**src/rtl/pipeline_pkg.sv**
```systemverilog
// Shared types for the pipeline hazard controller: forwarding selects,
// scoreboard slot layout, FSM states and the per-operand forwarding rule.
package pipeline_pkg;

  typedef enum logic [1:0] {
    FWD_RF  = 2'b00,
    FWD_MEM = 2'b01,
    FWD_WB  = 2'b10
  } fwd_sel_t;

  typedef enum logic {
    ST_RUN   = 1'b0,
    ST_FLUSH = 1'b1
  } hz_state_t;

  typedef struct packed {
    logic       valid;
    logic [4:0] rd;
    logic       reg_write;
    logic       mem_read;
    logic [4:0] rs1;
    logic [4:0] rs2;
  } sb_slot_t;

  // Loads cannot forward from MEM (data not back yet) but can from WB.
  function automatic fwd_sel_t fwd_pick(logic [4:0] rs, sb_slot_t mem, sb_slot_t wb);
    if (mem.valid && mem.reg_write && !mem.mem_read && mem.rd != 5'd0 && mem.rd == rs)
      return FWD_MEM;
    if (wb.valid && wb.reg_write && wb.rd != 5'd0 && wb.rd == rs)
      return FWD_WB;
    return FWD_RF;
  endfunction

endpackage

```
**src/rtl/pipeline_fwd_unit.sv**
```systemverilog
// Operand forwarding selects for the EX-stage ALU muxes, derived from the
// EX source registers against the MEM and WB scoreboard slots.
module pipeline_fwd_unit
  import pipeline_pkg::*;
(
  input  logic [4:0] ex_rs1,
  input  logic [4:0] ex_rs2,
  input  sb_slot_t   mem,
  input  sb_slot_t   wb,
  output fwd_sel_t   fwd_a,
  output fwd_sel_t   fwd_b
);

  assign fwd_a = fwd_pick(ex_rs1, mem, wb);
  assign fwd_b = fwd_pick(ex_rs2, mem, wb);

endmodule

```
**src/rtl/pipeline_hazard_ctrl.sv**
```systemverilog
// Hazard/sequencing controller for the 5-stage pipeline: EX/MEM/WB scoreboard,
// forwarding, load-use stall and post-redirect flush. Optional perf counters
// are enabled with the HAZARD_PERF_EN macro.
module pipeline_hazard_ctrl
  import pipeline_pkg::*;
#(
  parameter int FLUSH_CYCLES = 2,
  parameter int XLEN         = 32
) (
  input  logic            clk_i,
  input  logic            reset_i,
  input  logic            id_valid_i,
  input  logic [4:0]      id_rs1_i,
  input  logic [4:0]      id_rs2_i,
  input  logic            id_uses_rs1_i,
  input  logic            id_uses_rs2_i,
  input  logic [4:0]      id_rd_i,
  input  logic            id_reg_write_i,
  input  logic            id_mem_read_i,
  input  logic            ex_pc_select_i,
  input  logic            mem_stall_i,
  output logic            stall_if_o,
  output logic            stall_id_o,
  output logic            bubble_ex_o,
  output logic            freeze_o,
  output logic            flush_o,
  output logic [1:0]      fwd_a_o,
  output logic [1:0]      fwd_b_o
`ifdef HAZARD_PERF_EN
  ,
  output logic [XLEN-1:0] lu_stall_cnt_o,
  output logic [XLEN-1:0] flush_cnt_o
`endif
);

  localparam logic [2:0] CNT_LOAD = 3'(FLUSH_CYCLES - 1);

  sb_slot_t  ex, mem, wb, id_slot;
  hz_state_t state;
  logic [2:0] cnt;
  logic      lu, redirect, flush_act, lu_take;
  fwd_sel_t  fwd_a, fwd_b;

  always_comb begin
    id_slot = '{valid: 1'b1, rd: id_rd_i, reg_write: id_reg_write_i,
                mem_read: id_mem_read_i, rs1: id_rs1_i, rs2: id_rs2_i};
    lu = ex.valid & ex.mem_read & (ex.rd != 5'd0) & id_valid_i &
         ((id_uses_rs1_i & (id_rs1_i == ex.rd)) | (id_uses_rs2_i & (id_rs2_i == ex.rd)));
    redirect  = ex_pc_select_i & ~mem_stall_i;
    flush_act = ~mem_stall_i & (ex_pc_select_i | (state == ST_FLUSH));
    // A flush kills the consumer anyway, so load-use is dropped under it.
    lu_take   = lu & ~mem_stall_i & ~flush_act;
  end

  assign flush_o     = flush_act;
  assign bubble_ex_o = lu_take;
  assign stall_if_o  = mem_stall_i | lu_take;
  assign stall_id_o  = mem_stall_i | lu_take;
  assign freeze_o    = mem_stall_i;
  assign fwd_a_o     = fwd_a;
  assign fwd_b_o     = fwd_b;

  always_ff @(posedge clk_i) begin
    if (reset_i) begin
      ex  <= '0;
      mem <= '0;
      wb  <= '0;
    end else if (!mem_stall_i) begin
      wb  <= mem;
      mem <= ex;
      // Empty slots carry rs=x0 so they can never request a forward.
      ex  <= (id_valid_i && !flush_act && !lu_take) ? id_slot : '0;
    end
  end

  // The redirect cycle itself is the first flush cycle, so cnt counts the rest.
  always_ff @(posedge clk_i) begin
    if (reset_i) begin
      state <= ST_RUN;
      cnt   <= '0;
    end else if (!mem_stall_i) begin
      if (redirect) begin
        cnt   <= CNT_LOAD;
        state <= (FLUSH_CYCLES > 1) ? ST_FLUSH : ST_RUN;
      end else if (state == ST_FLUSH) begin
        if (cnt <= 3'd1) begin
          cnt   <= '0;
          state <= ST_RUN;
        end else begin
          cnt <= cnt - 3'd1;
        end
      end
    end
  end

  pipeline_fwd_unit u_fwd (
    .ex_rs1 (ex.rs1),
    .ex_rs2 (ex.rs2),
    .mem    (mem),
    .wb     (wb),
    .fwd_a  (fwd_a),
    .fwd_b  (fwd_b)
  );

`ifdef HAZARD_PERF_EN
  always_ff @(posedge clk_i) begin
    if (reset_i) begin
      lu_stall_cnt_o <= '0;
      flush_cnt_o    <= '0;
    end else begin
      if (lu_take && lu_stall_cnt_o != '1)
        lu_stall_cnt_o <= lu_stall_cnt_o + 1'b1;
      if (redirect && state == ST_RUN && flush_cnt_o != '1)
        flush_cnt_o <= flush_cnt_o + 1'b1;
    end
  end
`else
  // Perf counters not built.
`endif

endmodule

```
**config.mk**
```make
export PLATFORM = sky130hd
export DESIGN_NAME = pipeline_hazard_ctrl
export DESIGN_NICKNAME = d
export VERILOG_FILES = /design/src/rtl/pipeline_pkg.sv /design/src/rtl/pipeline_fwd_unit.sv /design/src/rtl/pipeline_hazard_ctrl.sv
export SDC_FILE = /design/constraint.sdc
export NUM_CORES = 1
export LEC_CHECK = 0
export CAP_MARGIN = 20
export CORE_ASPECT_RATIO = 1.25
export CORE_UTILIZATION = 50
export CTS_CLUSTER_DIAMETER = 200
export DETAILED_ROUTE_END_ITERATION = 10
export PLACE_DENSITY_LB_ADDON = 0.3
export SYNTH_ARGS = -nofsm -noshare
export SYNTH_HDL_FRONTEND = slang
export SYNTH_SLANG_ARGS = --single-unit
```
**constraint.sdc**
```tcl
create_clock -name clk_i -period 2.1 [get_ports clk_i]
set_input_delay 0.42 -clock clk_i [delete_from_list [all_inputs] [get_ports clk_i]]
set_output_delay 0.42 -clock clk_i [all_outputs]
set_load 0.005 [all_outputs]
```
Yosys cells after proc, flatten, opt, wreduce, memory -nomap -nowiden
Cells that the tools add are included.
{"block": "classes", "addsub": 1, "order_cmp": 1, "n_eq_ne": 6, "muxes": 21, "bitwise": 15, "n_reduce_logical": 19}
{"op": "5-bit equality test", "n": 6}
{"op": "18-bit 2-to-1 mux", "n": 1}
{"op": "2-bit 2-to-1 mux", "n": 8}
{"op": "5-bit nonzero test", "n": 3}
{"op": "1-bit logical AND", "n": 11}
{"op": "1-bit AND", "n": 10}
{"op": "1-bit 2-to-1 mux", "n": 9}
{"op": "3-bit 2-to-1 mux", "n": 3}
{"op": "3-bit by 1-bit <= comparator with 1-bit output, second input constant", "n": 1}
{"op": "1-bit zero test", "n": 3}
{"op": "1-bit OR", "n": 3}
{"op": "3-bit by 1-bit subtractor with 3-bit output, second input constant", "n": 1}
{"op": "1-bit NOT", "n": 2}
{"op": "2-bit AND reduction", "n": 1}
{"op": "2-bit nonzero test", "n": 1}
{"block": "word_totals", "ff_bits": 37, "inputBits": 24, "word_cells": 78}

Longest topological paths before layout
{"block": "depth", "word_depth": 9, "ltp_mapped": 6, "ltp_nobuf": 6}

Cells and area by module
Synthesis repeated with hierarchy kept, for this count alone.
{"block": "unflattened", "cells_unflattened": 312, "hier_area_um2": 2940.3}
{"mod": "pipeline_hazard_ctrl", "n_inst": 1, "cells_per_inst": 275, "area_per_inst_um2": 2653.8, "seq_area_each_um2": 1161.1}
{"mod": "pipeline_fwd_unit", "n_inst": 1, "cells_per_inst": 37, "area_per_inst_um2": 286.5, "seq_area_each_um2": 0.0}

Least setup slack after synthesis
No wires, ideal clock.
{"block": "synth_timing", "kind": "input to output", "startpoint": "input mem_stall_i", "endpoint": "output stall_if_o", "arrival_time_ns": 1.548, "setup_slack_ns": 0.132, "stages": 6, "cell_sequence": "or4b_1 buf_2 buf_6 nor2_1 a21o_1 buf_4"}
{"block": "synth_between", "elab_chain_len": 5, "elab_cells_between_ends": 6}
{"element": "start: declaration", "line_no": "pipeline_hazard_ctrl.sv:21", "source": "input logic mem_stall_i,"}
{"element": "1-bit NOT (no line)"}
{"element": "1-bit AND", "line_no": "pipeline_hazard_ctrl.sv:50", "source": "flush_act = ~mem_stall_i & (ex_pc_select_i | (state == ST_FLUSH));"}
{"element": "1-bit NOT", "line_no": "pipeline_hazard_ctrl.sv:52", "source": "lu_take = lu & ~mem_stall_i & ~flush_act;"}
{"element": "1-bit AND", "line_no": "pipeline_hazard_ctrl.sv:52"}
{"element": "1-bit OR (*)"}
{"element": "end: declaration", "line_no": "pipeline_hazard_ctrl.sv:22", "source": "output logic stall_if_o,"}
Mark *: on every way between the ends. The rest lies on a longest branch, timed or not.

Worst setup path after layout
{"block": "layout_timing", "startpoint": "register, netlist name mem[15]", "endpoint": "output fwd_a_o[1]"}
{"block": "layout_between", "elab_chain_len": 5, "elab_cells_between_ends": 6}
{"element": "5-bit nonzero test", "line_no": "pipeline_pkg.sv:27", "source": "if (mem.valid && mem.reg_write && !mem.mem_read && mem.rd != 5'd0 && mem.rd == rs)"}
{"element": "1-bit logical AND", "line_no": "pipeline_pkg.sv:27"}
{"element": "1-bit logical AND (*)", "line_no": "pipeline_pkg.sv:27"}
{"element": "1-bit 2-to-1 mux (*)", "line_no": "pipeline_pkg.sv:27"}
{"element": "2-bit 2-to-1 mux (*)", "line_no": "pipeline_pkg.sv:29", "source": "if (wb.valid && wb.reg_write && wb.rd != 5'd0 && wb.rd == rs)"}
{"element": "end: declaration", "line_no": "pipeline_hazard_ctrl.sv:27", "source": "output logic [1:0] fwd_a_o,"}
Marks and branches as above.

==> summary.md <==
| Metric | Value |
|---|---|
| Status | complete, but fails checks |
| Failing checks | negative setup slack |
| Num CTS Buffers | 5 |
| Root Driver | clkbuf_8 |
| CTS clk-pin slew, worst paths | ~0.07 ns |
| Peak supply drop | between 0.4 and 0.5 mV |
| Hold Crit Depth | 2 |
| Pin count of the biggest net entering global routing | 51 |
| Starting Density | 0.523 |
| Critical path's slowest cell | or4_4 |
| Core Region | 0.00407 mm^2 |
| Final setup margin | -0.179 ns |
| Max_cap viols | 0 |
| Vias | 2,155 |
| Met1 Use GR | 0.356 |
| Placed insts | about 360 |
| Number of DRC markers in iteration 0 | between 100 and 150 |
| Yosys warns | 0 |
| Yosys reg bits | 37 |
| CTS hold repair buffers | 0 |
| Pleak | 1.33 nW |
| Type of origin of the critical path | flop |
| Die Wd | 60.3 um |
| Layer with the highest usage | met2 |
| Sinks on Clock Net | 37 |
| Routed vias/inst | 5.76 |
| Relative slew slack | 0.775 |
| P&R area growth vs syn | 46.6% |
| Pre-CTS WS | -0.685 ns |
| Slew at the pin with the worst max-slew slack | 0.335 ns |
| FF-to-FF path depth | 7 |
| Overall routed net length | 6340 um |
| Worst EP required | roughly 1.7 ns |
| Post-synth ARST share | 0 |
| Synthesized area | approximately 0.0021 mm^2 |
| Post-synth EDFFs | 0 |
| Distinct cells, synth | 38 |
| Kind of critical path | flop to output pin |
| Final Skew | ~0.0073 ns |
| Worst skew pair latency | about 0.29 ns |
| Detail Route Antenna Nets | 0 |
| Worst hold slack | ~0.50 ns |
| Initial antenna violation count | 0 |
| Detailed placement HPWL | ~4000 um |
| Buffers added on ports | 32 |
| Slew Viols, Final | 0 |
| # rows | 26 |
| Mapped Cells | 239 |
| Die area | roughly 0.0045 mm^2 |
| Fmax | approximately 440 MHz |
| Critical Path, Cell by Cell | or4_4 > o2111ai_4 > buf_6 > nor4_2 > nor3_1 > buf_2 |
| Final setup viols | 7 |
| CTS Buffer Depth | 2 |
| Hold Violations, Final | 0 |
| GR Util All Layers | 0.299 |
| Met2 usage | 0.519 |
| Main synth FF type | dfxtp_1 |
| Final #Nets | 343 |
| Drc violations | 0 |
| Worst EP arrival | 1.86 ns |
| H-tree Lvls | 2 |
| Die height | ~75 um |
| Global-route track usage on met3 | 0.0550 |
| Share of layout cells above drive strength 1 | 0.302 |
| Top Ports | 33 |
| Endpoint type of the worst setup path | output pin |
| Non-Filler Instances | 374 |
| Worst-path fanout max | 2 |
| Commonest non-fill, non-tap cells in the layout | 48 x buf_4, 31 x dfxtp_1, 20 x o21ai_0, 18 x a22oi_1 |
| Pre-antenna DRT Iters | 5 |
| Number of diodes | 0 |
| Worst Hold Class | flop to flop |
| Final worst-path cycle share | 1.09 |
| First-pass GRT wire length | around 10000 um |
| Commonest non-fill, non-tap cell in the layout | buf_4 |
| Final Wtd Congestion | between 0.8 and 0.9 |
| P per Cell Area | between 500 and 600 mW/mm^2 |
| Register area share after synthesis | 0.348 |
| RSZ-0062 raised after global routing | true |
| Crit path largest cell delay | roughly 0.54 ns |
| Avg Inst Size Synth | 8.89 um^2 |
| Minimum clock period | between 2 and 2.5 ns |
| WL per Instance | approximately 17 um |
| Mapped Nets | 265 |
| CTS tree | done |
| Gr ovfl total | 0 |
| Vias in the first global route | roughly 2,100 |
-- cells in the mapped netlist (2+ instances only) --
master	number	share of area
clkbuf_1	9	0.016
xnor2_1	18	0.074
inv_1	5	0.0088
nand4_1	3	0.0088
a22oi_1	18	0.064
nor3b_1	18	0.064
nand3_1	3	0.0071
or4_1	4	0.014
mux2i_1	15	0.071
buf_4	3	0.011
nor3_1	3	0.0071
dfxtp_1	37	0.35
ha_1	2	0.012
buf_2	5	0.012
nand2_1	4	0.0071
xor2_1	12	0.049
a21oi_1	6	0.014
nor4_1	2	0.0059
nor2_1	18	0.032
nand3b_1	17	0.060
o21ai_0	20	0.047
-- per-stage QoR --
stage	utilization	power, mW	TNS [ns]	area, um^2
final	0.766	1.74	-0.847	3120
after global routing	0.766	1.80	-1.25	3120
after CTS	0.760	1.73	-0.982	3090
after detailed placement	0.692	1.07	-5.44	2810
after global placement	0.692	1.06	-4.78	2810
after floorplan	-	0.921	0	2130
-- area by class of cell --
class | instances | area [um^2]
clock inverters | 1 | 30.0
inverters | 5 | 18.8
clock buffers | 7 | 86.3
repair buffers | 90 | 777
fillers | 279 | 950
well taps | 56 | 70.1
flip-flops and latches | 37 | 753
multi-input cells | 178 | 1380
-- flip-flops by register name, summed over array words and instances, names as in the netlist --
register	cells
mem	8
wb	7
state	1
ex	18
cnt	3
-- per-layer routing --
metal / part of all wire / wire, um
met5: 0 / 0
met4: 0.031 / 195
met3: 0.035 / 224
met2: 0.53 / 3340
met1: 0.41 / 2580
-- cell families after synthesis --
| logic type | count (synthesis) | share of synthesized area |
|---|---|---|
| and+or+nand+nor | 78 | 0.228 |
| buffers and inverters | 24 | 0.0541 |
| DFF | 37 | 0.348 |
| xor gates and xnor gates | 30 | 0.124 |
| adders and majority gates | 2 | 0.0118 |
| muxes | 15 | 0.0706 |
| AOI/OAI and AO/OA | 53 | 0.164 |
-- worst paths after layout --
check | end | startpoint | slack [ns]
min | cnt[0] | cnt[0] | 0.50
max reg2reg | ex[9] | state | 0.19
min reg2reg | cnt[0] | cnt[0] | 0.50
max | fwd_a_o[1] | mem[15] | -0.18
-- repair_timing --
| action | CTS | global route |
|---|---|---|
| buffers inserted | 10 | 1 |
| gates resized for setup | 74 | 5 |
| pin swaps | 17 | 6 |
| endpoints found under the setup margin | 9 | 8 |
-- critical path: cells and delay by family, from the launching register on --
family,cells,cell delay (ns)
AO/OA/AOI/OAI,1,0.24
buffers and inverters,2,0.27
flip-flops,1,0.32
AND/OR/NAND/NOR,3,0.73
-- power by group --
part	switching (mW)	leakage, nW	total, mW	internal (mW)
Combinational	0.152	0.966	0.332	0.180
Clock	0.260	0.0585	0.647	0.387
Sequential	0.0320	0.304	0.761	0.729
Power figures use the tool's default switching activity.
